### src/rtl/inference_feeder.sv
// Feed-side sequencer: fetches samples, drives the layer pipeline, and scores
// returned class vectors into running count/correct/accuracy figures.
module inference_feeder #(
  parameter int datawidth   = 8,
  parameter int num_inputs  = 64,
  parameter int num_classes = 10,
  parameter int label_width = 4,
  parameter int max_inputs  = 200,
  parameter int cw          = $clog2(max_inputs + 1)
) (
  input  logic                              clk,
  input  logic                              rst_overall,
  input  logic                              enable_inference,
  output logic                              mem_rd_en,
  output logic [$clog2(max_inputs)-1:0]     mem_addr,
  input  logic [num_inputs*datawidth-1:0]   mem_rdata,
  input  logic [label_width-1:0]            mem_label,
  output logic [num_inputs*datawidth-1:0]   input_values,
  output logic                              input_loaded,
  input  logic                              complete,
  input  logic [num_classes-1:0]            obtained_output,
  output logic [num_classes-1:0]            expected_output,
  output logic                              begin_next,
  output logic [cw-1:0]                     count,
  output logic [cw-1:0]                     correct,
  output logic [8:0]                        accuracy,
  output logic                              all_done
);
  localparam int AW = $clog2(max_inputs);
  localparam int NW = 16;

  typedef enum logic [3:0] {IDLE, FETCH, CAPTURE, LOAD, RUN, SCORE, DIV, NEXT, DONE} state_t;
  state_t state;

  logic [num_classes-1:0] obtained_q, onehot;
  logic                   label_ok, hit, ge;
  logic [4:0]             div_cnt;
  logic [NW-1:0]          quot, q_next;
  logic [cw:0]            rem, r_next;
  logic [cw+1:0]          trial;
  logic [cw-1:0]          correct_n;

  // Out-of-range labels decode to an all-zero vector.
  always_comb begin
    onehot = '0;
    for (int i = 0; i < num_classes; i++)
      if (32'(mem_label) == i) onehot[i] = 1'b1;
  end

  // One restoring shift-subtract step; divisor is the already-updated count.
  always_comb begin
    trial  = {rem, quot[NW-1]};
    ge     = trial >= {2'b00, count};
    q_next = {quot[NW-2:0], ge};
    r_next = ge ? (cw+1)'(trial - {2'b00, count}) : trial[cw:0];
  end

  assign correct_n = correct + cw'(hit);

  always_ff @(posedge clk or posedge rst_overall) begin
    if (rst_overall) begin
      state           <= IDLE;
      mem_rd_en       <= 1'b0;
      mem_addr        <= '0;
      input_values    <= '0;
      input_loaded    <= 1'b0;
      expected_output <= '0;
      begin_next      <= 1'b0;
      count           <= '0;
      correct         <= '0;
      accuracy        <= '0;
      all_done        <= 1'b0;
      obtained_q      <= '0;
      label_ok        <= 1'b0;
      hit             <= 1'b0;
      div_cnt         <= '0;
      quot            <= '0;
      rem             <= '0;
    end else begin
      mem_rd_en    <= 1'b0;
      input_loaded <= 1'b0;
      begin_next   <= 1'b0;
      case (state)
        IDLE: if (enable_inference) begin
          state     <= FETCH;
          mem_rd_en <= 1'b1;
          mem_addr  <= AW'(count);
        end
        FETCH: state <= CAPTURE;
        CAPTURE: begin
          input_values    <= mem_rdata;
          expected_output <= onehot;
          label_ok        <= 32'(mem_label) < num_classes;
          input_loaded    <= 1'b1;
          state           <= LOAD;
        end
        LOAD: state <= RUN;
        RUN: if (complete) begin
          obtained_q <= obtained_output;
          state      <= SCORE;
        end
        SCORE: begin
          hit     <= label_ok && (obtained_q == expected_output);
          div_cnt <= '0;
          state   <= DIV;
        end
        // First DIV cycle commits the counts and seeds the divider; 16 steps follow.
        DIV: begin
          if (div_cnt == 5'd0) begin
            count   <= count + cw'(1);
            correct <= correct_n;
            quot    <= NW'(correct_n) * NW'(100);
            rem     <= '0;
            div_cnt <= 5'd1;
          end else begin
            quot    <= q_next;
            rem     <= r_next;
            div_cnt <= div_cnt + 5'd1;
            if (div_cnt == 5'd16) begin
              accuracy   <= 9'(q_next);
              begin_next <= 1'b1;
              state      <= NEXT;
            end
          end
        end
        NEXT: begin
          if (count == cw'(max_inputs)) begin
            state    <= DONE;
            all_done <= 1'b1;
          end else if (!enable_inference) begin
            state <= IDLE;
          end else begin
            state     <= FETCH;
            mem_rd_en <= 1'b1;
            mem_addr  <= AW'(count);
          end
        end
        DONE:    state <= DONE;
        default: state <= IDLE;
      endcase
    end
  end
endmodule

### config.mk
export PLATFORM = sky130hd
export DESIGN_NAME = inference_feeder
export DESIGN_NICKNAME = d
export VERILOG_FILES = /design/src/rtl/inference_feeder.sv
export SDC_FILE = /design/constraint.sdc
export NUM_CORES = 1
export LEC_CHECK = 0
export BUFFER_PORTS_ARGS = -buffer_cell sky130_fd_sc_hd__buf_2
export CORE_AREA = 2 2 428 430
export DETAILED_ROUTE_END_ITERATION = 10
export DIE_AREA = 0 0 430 432
export HOLD_SLACK_MARGIN = 0.08
export PLACE_DENSITY_LB_ADDON = 0.12
export SLEW_MARGIN = 10
export SYNTH_ARGS = -nofsm -noshare
export SYNTH_HDL_FRONTEND = slang
export SYNTH_SLANG_ARGS = --single-unit
### constraint.sdc
create_clock -name clk -period 47.3 [get_ports clk]
set_input_delay 2.365 -clock clk [delete_from_list [all_inputs] [get_ports clk]]
set_output_delay 2.365 -clock clk [all_outputs]
set_load 0.01 [all_outputs]
==> results.py <==
metrics = {
    "clocking": {
        "holdBufCountCts": 0,
        "postCtsSetupBuffers": 0,
        "cts.sinks": 605,
        "cts_root_buf": "clkbuf_16",
        "cts_max_path_buffers": 3,
        "cts_max_level": 3,
        "insertion_delay_ns": 0.72,
        "cts_buffers": 83,
        "clk_pin_slew_ns": 0.05,
        "tritoncts": "built",
        "cts-resized-gates": 0,
    },
    "place": {
        "placed_cell_area_um2": 32330,
        "port_buffers": 1088,
        "place.gp.congestion": 0.8272,
        "dp_cells": 6044,
        "dpl.hpwl_um": 99180,
    },
    "pwr": {
        "clockPowerShare": 0.250,
        "p_int_mw": 1.479,
        "p_switching_mw": 1.073,
        "p_per_area_nw_per_um2": 72.86,
        "netSwitchingFraction": 0.4204,
        "pwr-share-seq": 0.352,
        "p_comb_frac": 0.398,
        "power.leakage_nw": 19.16,
        "ir_drop_uv": 33.11,
    },
    "grt": {
        "grt_pass1_vias": 22180,
        "antenna_found_initial": 90,
        "overflow": 0,
        "grt_first_pass_wirelength_um": 178200,
        "grt_max_degree": 177,
        "grtUsageTotal": 0.1354,
    },
    "timing": {
        "clock-skew-final_ns": 0.02895,
        "finalSetupTns_ns": 0,
        "finalHoldViolCount": 0,
        "rsz0062_at_grt": "false",
        "slew-limit-headroom": 0.2814,
        "fin_crit_ns": 4.128,
        "max_freq_mhz": 242.3,
        "fin_crit_sh": 0.08727,
        "setup_violations": 0,
        "max_slew.worst_pin.slew_ns": 1.078,
        "slew_violations": 0,
    },
    "min_path": {
        "hold_depth": 2,
        "hp-class": "reg -> reg",
        "min_from": "input_values[57]$_DFFE_PP0P_",
        "hold_path_end": "input_values[57]$_DFFE_PP0P_",
    },
    "synth": {
        "synth.yosys.seq_area_share": 0.6248,
        "netlist_area_um2": 24230,
        "synth-seq-cells": 605,
        "syn_area_per_cell_um2": 9.051,
        "synth_flop_cell": "dfrtp_1",
        "yosysWarnings": 0,
        "syn_nets": 3255,
        "async_flop_share": 1.000,
        "syn_inst": 2677,
        "synth-edff-count": 0,
        "synth.distinct_cells": 53,
    },
    "floorplan": {
        "rows": 157,
        "die-area_um2": 185800,
        "start_util": 0.1334,
        "io_pins": 1089,
        "die_h_um": 432,
        "die_w_um": 430,
        "core_area_um2": 181700,
    },
    "layout": {
        "fin_cells": 6194,
        "final_cell_mix": "nand2_1, buf_2, dfrtp_1, clkbuf_16, ha_1",
        "final_util": 0.1928,
        "n_fill_cell": 20480,
        "layout_commonest_cell": "nand2_1",
        "area_growth_pct": 44.57,
        "final_area_um2": 35030,
        "drive_above_1_share": 0.3307,
        "nets": 4322,
    },
    "critical_path": {
        "crit_path_max_incr_delay_ns": 0.84,
        "r2r-end": "quot[12]$_DFFE_PP0P_",
        "startpoint_type": "input pin",
        "cp_slowest_cell": "buf_4",
        "critPathTopFamily": "buffers and inverters",
        "r2r_slack_ns": 43.25,
        "crit_type": "in -> async",
        "worstPathRequired_ns": 47.96,
        "path_cells": "buf_2 -> inv_8 -> buf_4 -> buf_12",
        "worstPathArrival_ns": 4.79,
        "path_buf_inv": 4,
        "end_kind": "asynchronous set/reset pin",
        "r2r-start": "correct[0]$_DFFE_PP0P_",
        "r2r.worst_path.cells": 16,
        "path_max_fanout": 129,
    },
    "outcome": {
        "status": "finished clean",
    },
    "detailed_routing": {
        "vias": 21770,
        "vias_per_cell": 3.515,
        "first_pass_iters": 5,
        "post_drt_wl_per_cell_um": 20.84,
        "drtIter0Drc": 1236,
        "wirelength_um": 129100,
        "drcViolationCount": 0,
        "ant_nets": 0,
    },
    "job": {
        "maxCapViolCount": 0,
    },
}
power by group through the flow:
stage               Clock [mW]  Combinational (mW)  Sequential (mW)
finish                   0.638                1.02            0.898
CTS                      0.668                1.06            0.899
global placement             0                1.06            0.906
global route             0.684                1.14            0.930
floorplan                    0               0.438            0.996
detailed placement           0                1.06            0.903
routing by layer:
metal  wire length (µm)  vias up  track usage
li1                   -    10430            -
met1              51020    10360       0.1577
met2              62400      631       0.2220
met3              11250      248      0.05546
met4               3768      100      0.05022
met5                640        -            0
cell families after synthesis:
logic type | after synthesis | synth area share
AO/OA/AOI/OAI | 97 | 0.02778
multiplexers | 16 | 0.007281
buffers and inverters | 162 | 0.02835
AND/OR/NAND/NOR | 1704 | 0.2695
XOR/XNOR | 45 | 0.01627
flip-flops | 605 | 0.6248
adder cells (fa/ha/maj) | 48 | 0.02603
final cells by class:
class | count | area [µm²] | share of cell area
multi-input cells | 1910 | 8404 | 0.2399
well taps | 2385 | 2984 | 0.08518
inverters | 31 | 131.4 | 0.003750
diodes | 11 | 27.53 | 0.0007858
clock buffers | 116 | 2405 | 0.06865
clock inverters | 23 | 269.0 | 0.007679
repair buffers | 1113 | 5670 | 0.1619
flip-flops and latches | 605 | 15140 | 0.4322
tightest hold or removal path, cell delays in order, from the launching register on:
cell and delay (ns):
dfrtp_1 0.33, nand2_1 0.05, nand2_1 0.05
sequential cells by signal (all words and copies together), names as in the netlist:
signal / count
quot: 16
rem: 9
all_done: 1
div_cnt: 5
mem_rd_en: 1
begin_next: 1
correct: 8
expected_output: 10
obtained_q: 10
mem_addr: 8
state: 4
input_values: 512
label_ok: 1
hit: 1
accuracy: 9
input_loaded: 1
count: 8
through the flow:
| stage | hold slack, ns | total power [mW] | worst slack (ns) |
|---|---|---|---|
| after floorplan | 0.4495 | 1.434 | 28.00 |
| after global placement | 0.4535 | 1.961 | 42.32 |
| after detailed placement | 0.4565 | 1.960 | 42.34 |
| after CTS | 0.4708 | 2.625 | 43.16 |
| after global routing | 0.4796 | 2.753 | 42.86 |
| final | 0.4640 | 2.552 | 43.17 |
worst max-delay path by stage:
stage | startpoint | endpoint | slack (ns) | depth (start not counted)
2_1_floorplan | rst_overall | accuracy[0]$_DFFE_PP0P_ | 28.00 | 1
3_3_place_gp | rst_overall | input_values[329]$_DFFE_PP0P_ | 42.32 | 4
3_5_place_dp | rst_overall | input_values[329]$_DFFE_PP0P_ | 42.34 | 4
4_1_cts | rst_overall | input_values[278]$_DFFE_PP0P_ | 43.16 | 4
5_1_grt | rst_overall | input_values[498]$_DFFE_PP0P_ | 42.86 | 4
6_report | rst_overall | input_values[498]$_DFFE_PP0P_ | 43.17 | 4
cells in the mapped netlist (3+ instances only):
cell type	n	area, µm²
nand2_1	1625	6100
dfrtp_1	605	15140
buf_2	59	295.3
clkbuf_1	59	221.5
ha_1	44	550.5
inv_1	30	112.6
xnor2_1	29	254.0
o21ai_0	27	135.1
nor2_1	25	93.84
xor2_1	16	140.1
mux2_2	13	146.4
a21oi_1	12	60.06
buf_1	11	41.29
nand3_1	11	55.05
a21o_1	8	60.06
nand4_1	8	50.05
o31ai_1	8	60.06
a31oi_1	7	43.79
nand2b_1	7	43.79
o21a_1	7	52.55
nor3_1	6	30.03
o41ai_1	6	52.55
nand3b_1	5	37.54
fa_1	4	80.08
nor4_1	4	25.02
a32oi_1	3	26.28
mux2i_1	3	30.03
o311ai_0	3	26.28
or4_1	3	22.52
No activity file was read; power rests on OpenSTA's default activity.
